<file path="src/rtl/data_write_buffer.sv">
// Posted write buffer between the core MEM stage and a slower data memory: stores retire into a
// FIFO, drain over a valid/ready channel, and loads forward from the youngest matching entry.
// Optional store coalescing into the youngest entry is enabled by defining WBUF_COALESCE_EN.
module data_write_buffer #(
    parameter int unsigned DEPTH  = 4,
    parameter int unsigned ADDR_W = 32,
    parameter int unsigned DATA_W = 32
) (
    input  logic                     clk,
    input  logic                     reset,
    input  logic [ADDR_W-1:0]        data_addr,
    input  logic [DATA_W-1:0]        data_write,
    input  logic                     mem_write_en,
    input  logic                     mem_read_en,
    output logic [DATA_W-1:0]        data_read,
    output logic [ADDR_W-1:0]        bus_raddr,
    input  logic [DATA_W-1:0]        bus_rdata,
    output logic [ADDR_W-1:0]        bus_waddr,
    output logic [DATA_W-1:0]        bus_wdata,
    output logic                     bus_wvalid,
    input  logic                     bus_wready,
    output logic [$clog2(DEPTH):0]   wbuf_count,
    output logic                     wbuf_full,
    output logic                     wbuf_empty,
    output logic                     overflow_err
);

    localparam int unsigned PtrW = $clog2(DEPTH);
    localparam int unsigned CntW = PtrW + 1;

    logic [ADDR_W-1:0] addr_q [DEPTH];
    logic [ADDR_W-1:0] addr_d [DEPTH];
    logic [DATA_W-1:0] data_q [DEPTH];
    logic [DATA_W-1:0] data_d [DEPTH];
    logic [PtrW-1:0]   wr_ptr_q, wr_ptr_d;
    logic [PtrW-1:0]   rd_ptr_q, rd_ptr_d;
    logic [CntW-1:0]   count_q, count_d;
    logic              overflow_q, overflow_d;

    logic              full, empty, push, pop, coalesce;
    logic [ADDR_W-1:0] store_addr;
    logic              fwd_hit;
    logic [DATA_W-1:0] fwd_data;
    logic [PtrW-1:0]   fwd_idx;

    assign full       = (count_q == CntW'(DEPTH));
    assign empty      = (count_q == '0);
    assign pop        = !empty && bus_wready;
    assign store_addr = {data_addr[ADDR_W-1:2], 2'b00};

`ifdef WBUF_COALESCE_EN
    logic [PtrW-1:0] tail_idx;
    assign tail_idx = wr_ptr_q - PtrW'(1);
    // With at least two entries the youngest is never the head, so merging keeps the head stable.
    assign coalesce = mem_write_en && (count_q >= CntW'(2)) &&
                      (addr_q[tail_idx][ADDR_W-1:2] == data_addr[ADDR_W-1:2]);
`else
    assign coalesce = 1'b0;
`endif

    assign push = mem_write_en && !coalesce && (!full || pop);

    always_comb begin
        addr_d     = addr_q;
        data_d     = data_q;
        wr_ptr_d   = wr_ptr_q;
        rd_ptr_d   = rd_ptr_q;
        count_d    = count_q;
        overflow_d = overflow_q;

        if (push) begin
            addr_d[wr_ptr_q] = store_addr;
            data_d[wr_ptr_q] = data_write;
            wr_ptr_d         = wr_ptr_q + PtrW'(1);
        end
`ifdef WBUF_COALESCE_EN
        if (coalesce) begin
            data_d[tail_idx] = data_write;
        end
`endif
        if (pop) begin
            rd_ptr_d = rd_ptr_q + PtrW'(1);
        end

        unique case ({push, pop})
            2'b10:   count_d = count_q + CntW'(1);
            2'b01:   count_d = count_q - CntW'(1);
            default: count_d = count_q;
        endcase

        if (mem_write_en && !coalesce && full && !pop) begin
            overflow_d = 1'b1;
        end
    end

    always_ff @(posedge clk) begin
        if (reset) begin
            addr_q     <= '{default: '0};
            data_q     <= '{default: '0};
            wr_ptr_q   <= '0;
            rd_ptr_q   <= '0;
            count_q    <= '0;
            overflow_q <= 1'b0;
        end else begin
            addr_q     <= addr_d;
            data_q     <= data_d;
            wr_ptr_q   <= wr_ptr_d;
            rd_ptr_q   <= rd_ptr_d;
            count_q    <= count_d;
            overflow_q <= overflow_d;
        end
    end

    // Walk oldest to youngest so the last hit wins; pre-update state gives load-before-store order.
    always_comb begin
        fwd_hit  = 1'b0;
        fwd_data = '0;
        fwd_idx  = '0;
        for (int k = 0; k < DEPTH; k++) begin
            fwd_idx = rd_ptr_q + PtrW'(k);
            if ((CntW'(k) < count_q) &&
                (addr_q[fwd_idx][ADDR_W-1:2] == data_addr[ADDR_W-1:2])) begin
                fwd_hit  = 1'b1;
                fwd_data = data_q[fwd_idx];
            end
        end
    end

    assign data_read    = mem_read_en ? (fwd_hit ? fwd_data : bus_rdata) : '0;
    assign bus_raddr    = data_addr;
    assign bus_waddr    = addr_q[rd_ptr_q];
    assign bus_wdata    = data_q[rd_ptr_q];
    assign bus_wvalid   = !empty;
    assign wbuf_count   = count_q;
    assign wbuf_full    = full;
    assign wbuf_empty   = empty;
    assign overflow_err = overflow_q;

endmodule

</file>
<file path="config.mk">
export PLATFORM = sky130hd
export DESIGN_NAME = data_write_buffer
export DESIGN_NICKNAME = d
export VERILOG_FILES = /design/src/rtl/data_write_buffer.sv
export SDC_FILE = /design/constraint.sdc
export NUM_CORES = 1
export LEC_CHECK = 0
export ABC_AREA = 1
export CORE_ASPECT_RATIO = 1.4
export CORE_MARGIN = 2
export CORE_UTILIZATION = 53
export CTS_CLUSTER_SIZE = 10
export DETAILED_ROUTE_END_ITERATION = 8
export PLACE_DENSITY = 0.8
export SLEW_MARGIN = 20
export SYNTH_ARGS = -nofsm -noshare
export SYNTH_HDL_FRONTEND = slang
export SYNTH_SLANG_ARGS = --single-unit
</file>
<file path="constraint.sdc">
create_clock -name clk -period 2.4 [get_ports clk]
set_clock_uncertainty 0.1 [all_clocks]
set_input_delay 0.36 -clock clk [delete_from_list [all_inputs] [get_ports clk]]
set_output_delay 0.36 -clock clk [all_outputs]
set_load 0.005 [all_outputs]
</file>
==> results of run 1 <==
==> cells by family after synthesis <==
group | after synthesis | share of synthesized area [%]
AO/OA/AOI/OAI | 578 | 16.0
XOR/XNOR | 14 | 0.580
adder cells (fa/ha/maj) | 9 | 0.533
buffers and inverters | 772 | 15.5
flip-flops | 256 | 24.3
other | 1 | 0.0178
AND/OR/NAND/NOR | 2180 | 43.1
==> metrics by stage <==
| step | setup slack, ps | std cells | utilization (%) |
|---|---|---|---|
| floorplan | -146 | 3811 | - |
| global placement | -1280 | 4676 | 67.2 |
| detailed placement | -1280 | 4676 | 67.2 |
| CTS | -1490 | 4851 | 77.7 |
==> layer usage <==
metal,track usage [%],overflow
met5,40.1,0
met3,61.7,0
met4,76.1,2
met2,91.3,2
met1,73.0,0
==> what timing repair did <==
item,CTS
setup buffers,102
gates resized for setup,750
pin swaps,119
endpoints found under the setup margin,97
gates cloned,40
==> metrics.md, run 1 <==
| Metric | Value |
|---|---|
| Post-synthesis instance total | roughly 3,800 |
| TritonCTS buffer count | 30 |
| Yosys warnings | 0 |
| Count of standard-cell rows | 86 |
| Antenna violations before repair | 27 |
| Most used flip-flop cell after synthesis | sky130_fd_sc_hd__dfxtp_1 |
| Top cell type by total area after synthesis | sky130_fd_sc_hd__dfxtp_1 |
| Port Buffers | around 230 |
| Part of the Yosys area used for sequential elements | 24.3% |
| Max Buffers Root-to-Sink | 3 |
| Share of the synthesized area in the top cell type | about 24% |
| Synthesized area per cell | 5.54 µm² |
| Final weighted congestion in routability-driven placement | 1.10 |
| Number of synthesized flops with an enable pin | 0 |
| Overflow left after global routing | 4 |
| Vertical die dimension | 240 µm |
| Placed Instance Area | 0.0265 mm² |
| Stopped at | global routing |
| End pin of the worst setup path after global-route repair | data_read[7] |
| Number of primary I/O pins | 236 |
| Top-count cell post-synth | sky130_fd_sc_hd__nand2_1 |
| #FFs+latches synth | around 260 |
| CTS H-tree lvls | 1 |
| Largest cells by area after synthesis | sky130_fd_sc_hd__dfxtp_1 (24%), sky130_fd_sc_hd__nand2_1 (22%), sky130_fd_sc_hd__nand3_1 (11%) |
| Count of hold buffers inserted by post-cts repair | 0 |
| Area of the mapped netlist | between 0.02 and 0.025 mm² |
| Result of the run | stopped before the end |
| Tool error | [ERROR GRT-0232] Routing congestion too high. Check the congestion heatmap in the GUI. |
| Distinct cell type count after synthesis | 35 |
| Global-route usage over all layers | roughly 75% |
| Total half-perimeter wirelength after legalization and detailed placement | roughly 60,000 µm |
| CTS root buffer | sky130_fd_sc_hd__clkbuf_16 |
| Classification of the worst endpoint | top-level output |
| Die extent in x | ~170 µm |
| Largest net degree at the start of global routing | 75 |
| TritonCTS sink count | around 260 |
| Post-synth ARST share | 0% |
| Most common library cells after synthesis | sky130_fd_sc_hd__nand2_1 (1,229), sky130_fd_sc_hd__nand3_1 (470), sky130_fd_sc_hd__inv_1 (421) |
| Initial standard-cell utilization of the core | 53.6% |
==> run 2: changes to the inputs <==
--- a/config.mk
+++ b/config.mk
@@ -6,12 +6,10 @@
 export NUM_CORES = 1
 export LEC_CHECK = 0
 export ABC_AREA = 1
-export CORE_ASPECT_RATIO = 1.4
 export CORE_MARGIN = 2
-export CORE_UTILIZATION = 53
-export CTS_CLUSTER_SIZE = 10
+export CORE_UTILIZATION = 40
 export DETAILED_ROUTE_END_ITERATION = 8
-export PLACE_DENSITY = 0.8
+export PLACE_DENSITY_LB_ADDON = 0.15
 export SLEW_MARGIN = 20
 export SYNTH_ARGS = -nofsm -noshare
 export SYNTH_HDL_FRONTEND = slang
==> constraint.sdc (replaced) <==
create_clock -name clk -period 3.1 [get_ports clk]
set_clock_uncertainty 0.1 [all_clocks]
set_input_delay 0.465 -clock clk [delete_from_list [all_inputs] [get_ports clk]]
set_output_delay 0.465 -clock clk [all_outputs]
set_load 0.005 [all_outputs]
==> run 2 against run 1 <==
The flow now finishes, with violations (negative setup slack); synthesized area is the same; synthesized cell count is the same.
==> metrics.md, run 2 <==
| Metric | Value |
|---|---|
| Flip-flop count of the largest register, all copies and words added | about 130 |
| Crit-path cells | buf_6 -> buf_6 -> nand2_4 -> nand2_8 -> clkbuf_16 -> buf_4 -> nand3_2 -> nand3_1 -> nand2_2 -> nand2_2 -> nor2_4 -> nand2_2 -> nor2_4 -> nand2_4 -> nand3_4 -> buf_6 -> buf_12 -> nand3_2 -> nor2_2 -> nor2_1 -> dlygate4sd2_1 |
| Initial standard-cell utilization of the core | 40.4% (was 53.6%) |
| Max Buffers Root-to-Sink | 3 (unchanged) |
| Antenna violations before repair | 2 |
| Commonest cells after routing, fill and taps aside | sky130_fd_sc_hd__nand2_1 (1,120), sky130_fd_sc_hd__nand3_1 (418), sky130_fd_sc_hd__inv_1 (417) |
| Number of nets at the end of the flow | between 4,000 and 5,000 |
| Die extent in x | 234 µm (was 173 µm) |
| Unrepaired setup endpoints after global routing | true |
| Final setup margin | -975 ps |
| Path class of the lowest-slack min-delay path | reg2reg |
| Post-synth ARST share | 0% (unchanged) |
| Global-route usage over all layers | a little under a third |
| Sort of element at the start of the critical path | flip-flop |
| Die Footprint | approximately 0.055 mm² |
| Final count of hold timing violations | 0 |
| Final Routed Wirelength | between 90,000 and 100,000 µm |
| Most common library cell in the layout ignoring fill and taps | sky130_fd_sc_hd__nand2_1 |
| Relative slew slack | 40.1% |
| CTS H-tree lvls | 2 (was 1) |
| Kind of critical path | reg2out |
| Transition time at the pin with the least slew margin | about 900 ps |
| Synthesized-area fraction occupied by and/or/nand/nor cells | 43.1% (unchanged) |
| Most common library cells after synthesis | sky130_fd_sc_hd__nand2_1 (1,229), sky130_fd_sc_hd__nand3_1 (470), sky130_fd_sc_hd__inv_1 (421) (unchanged) |
| Worst vdd ir | approximately 0.5 mV |
| Buffers and inverters on the worst path | 7 |
| Non-filler cells in the finished layout | 4,958 |
| Area of the mapped netlist | 0.0211 mm² (unchanged) |
| Number of detailed-routing iterations run before antenna repair | 5 |
| Vertical die dimension | 234 µm (was 240 µm) |
| Share of the synthesized area in the top cell type | 24.3% (unchanged) |
| Distinct cell type count after synthesis | 35 (unchanged) |
| Number of global-route vias before repair | about 23,000 |
| Fin crit share | 131% |
| Register ranked first by flip-flop count | data_q |
| Layout filler cell count | 5,262 |
| Count of standard-cell rows | 84 (was 86) |
| Signal arrival time at the worst endpoint | around 3500 ps |
| Hold path start | overflow_err |
| Setup_tns | -42,160 ps |
| Largest cells by area after synthesis | sky130_fd_sc_hd__dfxtp_1 (24%), sky130_fd_sc_hd__nand2_1 (22%), sky130_fd_sc_hd__nand3_1 (11%) (unchanged) |
| Max-cap violations | 0 |
| Core region area | roughly 0.052 mm² |
| Largest net degree at the start of global routing | roughly 190 |
| Multiplexer area fraction after synthesis | 0% (unchanged) |
| Drt via density | roughly 5.3 |
| DRC violation count after routing | 0 |
| Largest family of logic cells by synthesized area | simple AND/OR/NAND/NOR gates (unchanged) |
| Highest net fanout along the worst path | 11 |
| Port Buffers | 229 (unchanged) |
| Synthesized-area fraction occupied by adder cells | 0.533% (unchanged) |
| Complex-gate fraction of the synthesized area | 16.0% (unchanged) |
| Vias | between 20,000 and 30,000 |
| Final number of max-transition violations | 0 |
| Part of the Yosys area used for sequential elements | 24.3% (unchanged) |
| Most used flip-flop cell after synthesis | sky130_fd_sc_hd__dfxtp_1 (unchanged) |
| Synthesized area per cell | 5.54 µm² (unchanged) |
| Top cell type by total area after synthesis | sky130_fd_sc_hd__dfxtp_1 (unchanged) |
| #FFs+latches synth | 256 (unchanged) |
| Launch point of the worst reg-to-reg path | wbuf_count[0] |
| Top-count cell post-synth | sky130_fd_sc_hd__nand2_1 (unchanged) |
| Violated checks | negative setup slack |
| Post-synthesis xor/xnor area fraction | 0.580% (unchanged) |
| Total of endpoints with negative setup slack in the final report | 61 |
| CP Launch Point | rd_ptr_q[0] |
| Total half-perimeter wirelength after legalization and detailed placement | 62,400 µm (was 59,700 µm) |
| Number of primary I/O pins | 236 (unchanged) |
| Number of synthesized flops with an enable pin | 0 (unchanged) |
| Cell with the biggest individual delay on the critical path | sky130_fd_sc_hd__dfxtp_4 |
| Max Fclk | approximately 250 MHz |
| Yosys warnings | 0 (unchanged) |
| DRC violation total after the first TritonRoute iteration | 2,654 |
| Antenna violation net count after detailed routing | 0 |
| Clock-pin slew on the worst setup and hold paths | approximately 60 ps |
| Power Density | ~620 mW/mm² |
| Final weighted congestion in routability-driven placement | 1.02 (was 1.10) |
| CP delay by family, top | simple AND/OR/NAND/NOR gates |
| TritonCTS buffer count | 34 (was 30) |
| First-pass GRT wire length | 131,000 µm |
| Clock latency reported for the late side of the worst-skew pair | roughly 550 ps |
| Result of the run | finished with violations (was stopped before the end) |
| Count of hold buffers inserted by post-cts repair | 0 (unchanged) |
| Worst path max stage delay | around 380 ps |
| Post-synthesis instance total | 3,810 (unchanged) |
| Avg WL per Cell | 18.3 µm |
| Overflow left after global routing | 0 |
| Share of post-route cells with drive strength above 1 | between 20% and 30% |
| Final critical-path required period | between 4000 and 5000 ps |
| CTS root buffer | sky130_fd_sc_hd__clkbuf_16 (unchanged) |
| TritonCTS sink count | 256 (unchanged) |
| Area growth, synth to finish | 40.7% |
| Clock tree from TritonCTS | built |
| Required time reported for the critical path endpoint | approximately 2500 ps |
| Final core utilization | around 57% |
| Total leakage power | about 0.014 µW |
| Critical path endpoint category | primary output |
| Number of placed instances, taps included | 4,821 (was 4,676) |
## run 2: report_power, final
part	internal, µW	leakage [µW]	switching [µW]
Clock	2460	0.000569	1660
Combinational	4460	0.0109	6080
Sequential	3540	0.00209	168
Total	10500	0.0136	7900
## run 2: layer usage
layer,wire (µm),vias to the layer above,GRT usage (%)
li1,-,13100,-
met1,39000,11800,42.7
met2,39800,1159,48.6
met3,8160,204,4.80
met4,3710,2,11.3
met5,13,-,0
## run 2: cell type report
| class | count | area [µm²] | area share (%) |
|---|---|---|---|
| antenna | 1 | 2.50 | 0.00842 |
| clock buffer | 51 | 1020 | 3.42 |
| clock inverter | 11 | 139 | 0.467 |
| inverter | 459 | 1740 | 5.85 |
| multi-input combinational | 2783 | 13800 | 46.3 |
| sequential | 256 | 5130 | 17.3 |
| tap | 688 | 861 | 2.90 |
| timing repair buffer | 709 | 7080 | 23.8 |
## run 2: kinds of logic after synthesis
logic type,count (synthesis)
adder cells (fa/ha/maj),9
flip-flops,256
AND/OR/NAND/NOR,2180
XOR/XNOR,14
buffers and inverters,772
other,1
AO/OA/AOI/OAI,578
## run 2: metrics by stage
| stage | worst slack, ps | total power [µW] | hold WS, ps | instance area [µm²] |
|---|---|---|---|---|
| 2_1_floorplan | 383 | 8540 | 347 | 21100 |
| 3_3_place_gp | -825 | 12600 | 338 | 26400 |
| 3_5_place_dp | -854 | 12600 | 343 | 26400 |
| 4_1_cts | -988 | 17300 | 352 | 28300 |
| 5_1_grt | -1130 | 19400 | 388 | 29700 |
| 6_report | -975 | 18400 | 348 | 29700 |
## run 2: path summary, 6_finish.rpt
check,endpoint,slack (ps),depth (start not counted)
min,overflow_err,350,2
min reg2reg,overflow_err,350,2
max reg2reg,addr_q[50],480,10
max,data_read[2],-970,21
## run 2: worst register-to-register path, stage by stage, from the launching register on
cell	delay, ps
sky130_fd_sc_hd__dfxtp_1	340
sky130_fd_sc_hd__buf_4	150
sky130_fd_sc_hd__inv_1	120
sky130_fd_sc_hd__ha_1	180
sky130_fd_sc_hd__nand2_1	70
sky130_fd_sc_hd__o21ai_1	370
sky130_fd_sc_hd__inv_2	240
sky130_fd_sc_hd__nand2_4	420
sky130_fd_sc_hd__buf_4	310
sky130_fd_sc_hd__nor2_1	60
sky130_fd_sc_hd__a211oi_1	170
## run 2: timing repair
| action | in CTS | in global routing |
|---|---|---|
| endpoints found under the hold margin | 0 | 0 |
| pin swaps | 30 | 41 |
| buffers inserted | 26 | 24 |
| setup endpoints to repair | 61 | 66 |
| gates resized for setup | 170 | 303 |
| gates cloned | 7 | 20 |
Note: power is estimated with default switching activity, not from simulation.
